--- src/rtl/edge_replayer.sv ---
// Time-tagged event replayer: events queued as {time, data} are driven onto
// out_data when a free-running 8-bit window timebase matches the head's time.
module edge_replayer #(
  parameter int DEPTH = 4
) (
  input  logic       clk,
  input  logic       rst,
  input  logic       in_valid,
  output logic       in_ready,
  input  logic [7:0] in_time,
  input  logic [3:0] in_data,
  input  logic       start,
  output logic [3:0] out_data,
  output logic       busy,
  output logic       done
);

  localparam int AW = $clog2(DEPTH);
  localparam logic [AW:0] L_FULL = (AW + 1)'(DEPTH);

  typedef enum logic {
    S_IDLE = 1'b0,
    S_RUN  = 1'b1
  } state_t;

  typedef struct packed {
    logic [7:0] at;
    logic [3:0] data;
  } event_t;

  event_t        r_mem [DEPTH];
  logic [AW-1:0] r_wr_ptr;
  logic [AW-1:0] r_rd_ptr;
  logic [AW:0]   r_count;

  state_t        r_state;
  state_t        w_state_next;
  logic [7:0]    r_timebase;
  logic [7:0]    w_timebase_next;
  logic [3:0]    r_out_data;
  logic          r_done;

  event_t        w_head;
  logic          w_push;
  logic          w_pop;
  logic          w_last;

  // Full blocks writes even when a pop happens on the same edge.
  assign in_ready = (r_count != L_FULL);
  assign w_push   = in_valid && in_ready;
  assign w_head   = r_mem[r_rd_ptr];

  // Only entries already stored before this edge can match; a same-cycle
  // write lands at the tail and is invisible until a later cycle.
  assign w_pop  = (r_state == S_RUN) && (r_count != '0) && (w_head.at == r_timebase);
  assign w_last = (r_state == S_RUN) && (r_timebase == 8'hFF);

  assign busy     = (r_state == S_RUN);
  assign out_data = r_out_data;
  assign done     = r_done;

  always_comb begin
    // NOTE: defaults first so every path assigns both outputs and no latch is inferred.
    w_state_next    = r_state;
    w_timebase_next = r_timebase;
    unique case (r_state)
      S_IDLE: begin
        if (start) begin
          w_state_next    = S_RUN;
          w_timebase_next = 8'd0;
        end
      end
      S_RUN: begin
        if (w_last) begin
          w_state_next    = S_IDLE;
          w_timebase_next = 8'd0;
        end else begin
          w_timebase_next = r_timebase + 8'd1;
        end
      end
      default: begin
        w_state_next    = S_IDLE;
        w_timebase_next = 8'd0;
      end
    endcase
  end

  // NOTE: sequential state uses non-blocking assignments so all registers
  // sample pre-edge values regardless of statement order.
  always_ff @(posedge clk or posedge rst) begin
    if (rst) begin
      r_state    <= S_IDLE;
      r_timebase <= 8'd0;
      r_done     <= 1'b0;
    end else begin
      r_state    <= w_state_next;
      r_timebase <= w_timebase_next;
      r_done     <= w_last;
    end
  end

  // NOTE: storage is not reset; validity is tracked by r_count, so the
  // array can map onto plain RAM/flops without a reset network.
  always_ff @(posedge clk) begin
    if (w_push) begin
      r_mem[r_wr_ptr] <= '{at: in_time, data: in_data};
    end
  end

  always_ff @(posedge clk or posedge rst) begin
    if (rst) begin
      r_wr_ptr <= '0;
      r_rd_ptr <= '0;
      r_count  <= '0;
    end else begin
      if (w_push) r_wr_ptr <= r_wr_ptr + AW'(1);
      if (w_pop)  r_rd_ptr <= r_rd_ptr + AW'(1);
      unique case ({w_push, w_pop})
        2'b10:   r_count <= r_count + (AW + 1)'(1);
        2'b01:   r_count <= r_count - (AW + 1)'(1);
        default: r_count <= r_count;
      endcase
    end
  end

  always_ff @(posedge clk or posedge rst) begin
    if (rst) begin
      r_out_data <= 4'd0;
    end else if (w_pop) begin
      r_out_data <= w_head.data;
    end
  end

endmodule
--- config.mk ---
export PLATFORM = sky130hd
export DESIGN_NAME = edge_replayer
export DESIGN_NICKNAME = d
export VERILOG_FILES = /design/src/rtl/edge_replayer.sv
export SDC_FILE = /design/constraint.sdc
export NUM_CORES = 1
export LEC_CHECK = 0
export CORE_ASPECT_RATIO = 1.75
export CORE_MARGIN = 1.5
export CORE_UTILIZATION = 45
export DETAILED_ROUTE_END_ITERATION = 10
export GPL_ROUTABILITY_DRIVEN = 0
export PLACE_DENSITY = 0.67
export REMOVE_ABC_BUFFERS = 1
export SLEW_MARGIN = 20
export SYNTH_ARGS = -nofsm -noshare
export SYNTH_HDL_FRONTEND = slang
export SYNTH_SLANG_ARGS = --single-unit
--- constraint.sdc ---
create_clock -name clk -period 2.7 [get_ports clk]
set_input_delay 0.54 -clock clk [delete_from_list [all_inputs] [get_ports clk]]
set_output_delay 0.54 -clock clk [all_outputs]
set_load 0.005 [all_outputs]
# ---- After elaboration in Yosys (flattened, before gate mapping)
# Memories as Yosys holds them, arrays and structs flattened.
# Index checks and enable logic that the tools add are counted.
dict set report op_classes {
  addsub 5
  n_eq_ne 6
  n_mux 9
  bitwise_logic 1
  n_reduce_logical 6
}
# operator count
set op_table {}
lappend op_table {{8-bit 2-to-1 mux} 2}
lappend op_table {{8-bit case mux with 2 select lines} 1}
lappend op_table {{8-bit by 1-bit adder with 8-bit output, second input constant} 1}
lappend op_table {{8-bit equality test} 1}
lappend op_table {{8-bit equality test, second input constant} 1}
lappend op_table {{3-bit case mux with 2 select lines} 1}
lappend op_table {{2-bit by 1-bit adder with 2-bit output, second input constant} 2}
lappend op_table {{1-bit logical AND} 4}
lappend op_table {{1-bit 2-to-1 mux} 4}
lappend op_table {{3-bit by 1-bit adder with 3-bit output, second input constant} 1}
lappend op_table {{3-bit != test, second input constant} 1}
lappend op_table {{3-bit nonzero test} 1}
lappend op_table {{3-bit by 1-bit subtractor with 3-bit output, second input constant} 1}
lappend op_table {{2-bit by 1-bit equality test with 1-bit output, second input constant} 1}
lappend op_table {{2-bit equality test, second input constant} 1}
lappend op_table {{2-bit != test, second input constant} 1}
lappend op_table {{1-bit case mux with 2 select lines} 1}
lappend op_table {{2-bit nonzero test} 1}
lappend op_table {{1-bit NOT} 1}
dict set report totals {
  register_bits 21
  ramBits 48
  in_bits 16
  output_inout_bits 7
  word_cells 35
  mem_count 1
}
# name depth width read_ports rd_clocked_by_memory_dff write_ports line_no
set memory_table {}
lappend memory_table {r_mem 4 12 1 0 1 31} ;# event_t r_mem [DEPTH];

# ---- Depth between registers and ports, before layout
# Gate-level depths: netlist of run 1.
dict set report logic_depth {
  depth_word 5
  mapped_depth 14
  mapped_depth_nobuf 12
}

# ---- Worst setup path before layout of run 1
# No wires, ideal clock.
dict set report synth_path {
  kind {register to register}
  from {register r_rd_ptr[0]}
  to {register r_count[2]}
  setup_time_ns 0.079
  arrival_time_ns 2.709
  t_required_ns 2.621
  setup_slack_ns -0.088
  path_stages_with_launch 13
  synth_period_minus_slack_ns 2.788
  path_cell_list {dfrtp_1 -> buf_6 -> mux4_2 -> xor2_1 -> nor4_4 -> o21ai_2 -> inv_1 -> ha_1 -> inv_1 -> fa_1 -> xor2_1 -> nor2_1 -> xor2_1}
}
dict set report synth_between {
  elab_chain_len 5
  elab_cells_between_ends 7
  cone_classes {eq/ne (3); mux (1); reduce/logical (2); memory (1)}
}
# item line_no
set synth_rtl {}
lappend synth_rtl {{start, declared} 33} ;# logic [AW-1:0] r_rd_ptr;
lappend synth_rtl {{start signal, assigned} 117} ;# if (w_pop) r_rd_ptr <= r_rd_ptr + AW'(1);
lappend synth_rtl {{memory 4 x 12 bit *} n/a}
lappend synth_rtl {{8-bit equality test *} 55} ;# assign w_pop = (r_state == S_RUN) && (r_count != '0) && (w_head.at == r_timebase);
lappend synth_rtl {{1-bit logical AND *} 55}
lappend synth_rtl {{net w_pop} 45} ;# logic w_pop;
lappend synth_rtl {{2-bit by 1-bit equality test with 1-bit output / 2-bit equality test (equally long branches)} 118} ;# unique case ({w_push, w_pop})
lappend synth_rtl {{3-bit case mux with 2 select lines / 2-bit nonzero test (equally long branches)} n/a}
lappend synth_rtl {{end signal, assigned} 119} ;# 2'b10: r_count <= r_count + (AW + 1)'(1);
lappend synth_rtl {{end signal, assigned} 120} ;# 2'b01: r_count <= r_count - (AW + 1)'(1);
lappend synth_rtl {{end signal, assigned} 121} ;# default: r_count <= r_count;
lappend synth_rtl {{end, declared} 34} ;# logic [AW:0] r_count;
# Mark *: on every way through the listed nets, which the timed path passes. The rest lies on a longest branch.
# A chain may end at the register's enable or synchronous reset.

# ---- Worst setup path in the final report of run 1
# Same ends and word-level chain as after synthesis.

==> results of run 1 <==
registers in the layout, indices dropped and copies added (netlist names):
signal	flops
r_rd_ptr	2
out_data	4
done	1
r_mem	48
r_wr_ptr	2
r_count	3
r_timebase	8
busy	1
per-layer routing:
metal	vias to the layer above	wire [um]	global-route usage (%)
met5	-	0	0
met4	0	120	9.938
met3	8	156	5.425
met2	27	2865	29.62
met1	821	1951	17.26
li1	740	-	-
cell families (layout without fill, tap and decap cells):
kind of cell	count (synthesis)	count (layout)	synth area share, %
AOI/OAI and AO/OA	13	13	2.797
muxes	22	22	11.70
xor gates and xnor gates	21	21	6.325
adders and majority gates	7	7	3.270
and+or+nand+nor	34	34	6.239
DFF	69	69	67.64
buffers and inverters	13	60	2.022
per-stage QoR:
stage | instance area [um^2] | utilization [%] | setup WS [ns] | hold slack (ns)
after global routing | 3545 | 56.91 | -0.1898 | 0.5394
after floorplan | 2879 | - | -0.3632 | 0.4655
after CTS | 3535 | 56.75 | -0.02844 | 0.5261
final | 3545 | 56.91 | -0.01862 | 0.5205
after detailed placement | 3287 | 52.77 | -0.1463 | 0.5027
after global placement | 3287 | 52.77 | -0.01212 | 0.4984
layout make-up:
| cell class | count | area [um^2] |
|---|---|---|
| fill | 512 | 2684 |
| sequential | 69 | 1968 |
| multi-input combinational | 97 | 894.6 |
| timing repair buffer | 36 | 345.3 |
| clock buffer | 11 | 131.4 |
| tap | 80 | 100.1 |
| clock inverter | 5 | 75.07 |
| inverter | 8 | 30.03 |
worst min path at each step:
stage | start | endpoint | slack [ns] | depth (start not counted)
floorplan | r_count[2] | r_count[2] | 0.47 | 1
global placement | out_data[1] | out_data[1] | 0.50 | 1
detailed placement | out_data[2] | out_data[2] | 0.50 | 1
CTS | out_data[1] | out_data[1] | 0.53 | 1
global route | out_data[1] | out_data[1] | 0.54 | 1
finish | out_data[3] | out_data[3] | 0.52 | 1
report_power, final:
group,switching [W],total (W),internal [W]
logic,0.000435,0.000919,0.000484
registers,0.000196,0.00162,0.00142
clock network,0.000354,0.000868,0.000514
timing repair:
action	CTS	global route
pin swaps	3	1
setup endpoints to repair	1	2
hold buffers	0	0
gates resized for setup	5	2
cloned	0	0
buffers inserted	3	1
synth_stat cells (6+ instances only):
master	n	area (um^2)
mux4_2	8	180.2
o21ai_0	6	30.03
mux2i_1	10	100.1
xnor2_1	8	70.07
ha_1	6	75.07
nor2_1	8	30.03
dfrtp_1	21	525.5
edfxtp_1	48	1441
inv_1	8	30.03
xor2_1	13	113.9
nand2_1	7	26.28
==> results by group, run 1 <==
Routing
  • DR WL/cell: 16.65 um
  • ANT nets after route: 0
  • Drt first-iter violations: 102
  • DR DRC count: 0
  • Via density: 5.216
  • Final wirelength: 5.094 mm
  • Via count: 1596
  • 1st-pass router iterations: 4

Global routing
  • Initial antenna violation count: 0
  • First-pass GRT wire length: 8.328 mm
  • Largest net degree at the start of global routing: 22
  • GRT Total Usage: roughly 17%
  • Number of global-route vias before repair: 1735
  • Grt ovf: 0

Floorplanning
  • Io pins: 23
  • Die Ht: about 110 um
  • Die ar.: 0.006972 mm^2
  • Die extent in x: about 64 um
  • CORE AREA: roughly 0.0062 mm^2
  • Row count: 38
  • Starting density of the core: between 40% and 50%

Timing
  • Final period util: 100.7%
  • Final clock skew: ~0.0066 ns
  • Fin Setup TNS: -0.01862 ns
  • Final setup vio count: 1
  • Slew headroom: about 44%
  • Unrepaired setup endpoints after global routing: true
  • Fmax: about 370 MHz
  • Min cycle time layout: ~2.7 ns
  • Setup WS post-layout: -0.01862 ns
  • Slew Limit Fails: 0
  • Slew @ Worst Pin: about 0.84 ns
  • Final hold vios: 0

Finish
  • Number of diodes: 0
  • Most common cell after layout, fill and taps aside: edfxtp_1
  • Layout cell share with drive strength beyond 1: between 10% and 20%
  • Final nets: 244
  • Non-filler cells in the finished layout: ~310
  • Area Growth Syn to Fin: 21.90%
  • Most frequent cells in the layout: edfxtp_1, clkdlybuf4s50_1, dfrtp_1

Yosys
  • Syn Inst Count: ~180
  • Most used DFF post-synth: edfxtp_1
  • EDFF count, synth: 48
  • Avg Synthesized Cell Area: 16.24 um^2
  • Sequential fraction of the synthesis area: 67.64%
  • Count of cell types in the netlist: 30
  • Synth async-reset ratio: around 30%
  • Seq cells post-synth: slightly below 70
  • Post-Syn Area: between 0.002 and 0.003 mm^2
  • Synthesis Warnings: 0

Flow run
  • Max_cap viols: 0

Setup path
  • Worst path depth: 12
  • RR Startpoint: r_rd_ptr[0]
  • Crit path max fanout: 4
  • Critical Path Start: r_rd_ptr[0]
  • FF-to-FF End: r_count[2]
  • Worst R2R Path Depth: 12
  • Critical Path End: r_count[2]
  • CP cell instances: buf_6 > mux4_2 > xor2_2 > nor4_4 > o21ai_2 > inv_1 > ha_2 > inv_2 > fa_2 > xor2_1 > nor2_1 > xor2_1
  • Setup crit start kind: register
  • Slowest-stage cell, CP: mux4_2
  • Setup CP Type: reg2reg
  • Top cell family by delay on the critical path: multiplexers
  • Worst EP arrival: between 2 and 3 ns
  • Flop2flop setup slack: -0.02 ns
  • CP max stage delay: roughly 0.51 ns
  • Worst Path Buf+Inv: 3
  • Critical Path Sink Type: register
  • Most common cell on crit path: xor2_1
  • Required time worst endpoint: 2.97 ns

Clock tree
  • Clk Latency, worst-skew pair: roughly 0.34 ns
  • CTS tree: yes
  • CTS root buf: clkbuf_8
  • Clock slew at reported path FFs: 0.07 ns
  • Clock sinks: about 70
  • Htree depth: 3
  • Total CTS buffers: 9
  • CTS max path bufs: 2

Power
  • Tot Pwr: approximately 0.0034 W
  • Peak supply drop: between 400 and 500 uV
  • Leakage: about 1.3 nW
  • Power per cell area: a little under 1000 mW/mm^2

Place
  • Port-buffer cells: 22
  • Hpwl dp: between 3 and 4 mm
  • Cell count after placement: 286

Outcome
  • Failing checks: setup timing
  • Status: finished with violations

Worst hold path
  • Hold Path Class: reg2reg
Note: power is estimated with default switching activity, not from simulation.
==> inputs of run 2 (changes only) <==
--- a/config.mk
+++ b/config.mk
@@ -7,10 +7,10 @@
 export LEC_CHECK = 0
 export CORE_ASPECT_RATIO = 1.75
 export CORE_MARGIN = 1.5
-export CORE_UTILIZATION = 45
+export CORE_UTILIZATION = 52
 export DETAILED_ROUTE_END_ITERATION = 10
 export GPL_ROUTABILITY_DRIVEN = 0
-export PLACE_DENSITY = 0.67
+export PLACE_DENSITY = 0.75
 export REMOVE_ABC_BUFFERS = 1
 export SLEW_MARGIN = 20
 export SYNTH_ARGS = -nofsm -noshare
==> run 2 against run 1 <==
Net effect: the run still ends with setup timing left; die area fell by 13%; count of clock-buffer cells in the layout decreased by 2; sequential share of layout area grew 0.64 points; highest routed layer unchanged.
==> results by group, run 2 (synthesis results as in run 1) <==
Finish
  • Layout cell share with drive strength beyond 1: between 15 and 20%
  • Fin area: ~0.0035 mm^2
  • Largest register by flop count: r_mem
  • Final nets: ~240
  • Filler Cells Inserted: about 420
  • Non-filler cells in the finished layout: ~300
  • Number of diodes: 0
  • Max FFs per register: 48
  • Most common cell after layout, fill and taps aside: edfxtp_1
  • Post-layout util: between 60% and 70%
  • Most frequent cells in the layout: edfxtp_1, clkdlybuf4s50_1, dfrtp_1
  • Area Growth Syn to Fin: 20.44%

Routing
  • ANT nets after route: 0
  • 1st-pass router iterations: 4
  • DR WL/cell: 17.13 um
  • Drt first-iter violations: 96
  • Final wirelength: 5.089 mm
  • Via density: roughly 5.4
  • Via count: about 1600
  • DR DRC count: 0

Outcome
  • Failing checks: setup timing
  • Status: finished with violations

Timing
  • Final setup vio count: 1
  • Slew Limit Fails: 0
  • Fmax: approximately 360 MHz
  • Final clock skew: roughly 0.0082 ns
  • Setup WS post-layout: -0.08106 ns
  • Unrepaired setup endpoints after global routing: true
  • Min cycle time layout: 2.781 ns
  • Hold slack final: a little over 0.5 ns
  • Final hold vios: 0
  • Slew @ Worst Pin: 0.8623 ns
  • Slew headroom: between 40% and 50%
  • Final period util: 103.0%

Floorplanning
  • CORE AREA: approximately 0.0053 mm^2
  • Die ar.: ~0.0061 mm^2
  • Io pins: 23
  • Die extent in x: 59.53 um
  • Die Ht: around 100 um
  • Row count: 35
  • Starting density of the core: about 54%

Place
  • Cell count after placement: 278
  • Hpwl dp: 3.509 mm
  • Port-buffer cells: 22
  • Placed Area: approximately 0.0033 mm^2

Setup path
  • Crit path max fanout: 5
  • Critical Path Sink Type: register
  • Required time worst endpoint: slightly below 3 ns
  • Setup CP Type: reg2reg
  • Worst EP arrival: approximately 3.0 ns
  • Setup crit start kind: register

Global routing
  • GRT Total Usage: roughly a fifth
  • Number of global-route vias before repair: about 1700
  • Initial antenna violation count: 0
  • Largest net degree at the start of global routing: 22
  • Grt ovf: 0
  • First-pass GRT wire length: between 8 and 9 mm

Power
  • Leakage: about 1.3 nW
  • Tot Pwr: 0.003332 W
  • Peak supply drop: roughly 560 uV
  • Power per cell area: approximately 950 mW/mm^2

Clock tree
  • Total CTS buffers: 9
  • Htree depth: 3
  • Clk Latency, worst-skew pair: ~0.34 ns
  • CTS max path bufs: 2
  • CTS root buf: clkbuf_8
  • Clock sinks: between 60 and 70
  • Clock slew at reported path FFs: 0.07 ns
  • CTS tree: yes

Flow run
  • Max_cap viols: 0

Worst hold path
  • Hold Path Class: reg2reg
run 2: final timing paths:
path / startpoint / end / slack [ns] / cells past startpoint
max in group asynchronous: rst / out_data[2] / 1.49 / 2
min in group asynchronous: rst / out_data[0] / 0.68 / 2
min: r_count[2] / r_count[2] / 0.52 / 1
max: r_rd_ptr[0] / r_count[2] / -0.08 / 12
min reg2reg: r_count[2] / r_count[2] / 0.52 / 1
max reg2reg: r_rd_ptr[0] / r_count[2] / -0.08 / 12
run 2: routing by layer:
layer	global-route usage [%]	part of all wire (%)	up-vias
li1	-	-	735
met1	19.56	37	814
met2	34.57	58	35
met3	6.076	3.1	7
met4	9.402	2.0	0
met5	0	0	-
run 2: layout make-up:
cell class / count / area [um^2] / area share, %
tap: 74 / 92.59 / 2.644
clock buffer: 9 / 123.9 / 3.537
inverter: 8 / 30.03 / 0.8574
timing repair buffer: 33 / 319.1 / 9.110
sequential: 69 / 1967 / 56.16
clock inverter: 7 / 75.07 / 2.144
multi-input combinational: 97 / 894.6 / 25.54
run 2: what timing repair did:
action                                  CTS  global route
gates resized for setup                   3             2
pin swaps                                 3             0
endpoints found under the setup margin    1             2
setup buffers                             2             1
hold buffers                              0             0
run 2: through the flow:
| step | TNS (ns) | setup WS, ns |
|---|---|---|
| 6_report | -0.08106 | -0.08106 |
| 2_1_floorplan | -0.5467 | -0.3632 |
| 3_5_place_dp | -0.1138 | -0.1138 |
| 5_1_grt | -0.2778 | -0.2400 |
| 3_3_place_gp | 0 | 0.01196 |
| 4_1_cts | -0.07115 | -0.07115 |
run 2: power breakdown:
| part | switching [W] | internal [W] | leakage [nW] |
|---|---|---|---|
| clock | 0.000389 | 0.000429 | 0.0935 |
| sequential | 0.000190 | 0.00142 | 0.702 |
| combinational | 0.000435 | 0.000466 | 0.518 |
| total | 0.00101 | 0.00232 | 1.31 |
run 2: worst max-delay path, stage by stage, from the launching register on:
cell	delay (ns)
dfrtp_1	0.38
buf_6	0.14
mux4_2	0.53
xor2_2	0.18
nor4_4	0.33
o21ai_2	0.10
inv_1	0.07
ha_2	0.17
inv_2	0.04
fa_2	0.33
xor2_1	0.14
nor2_1	0.12
xor2_1	0.16
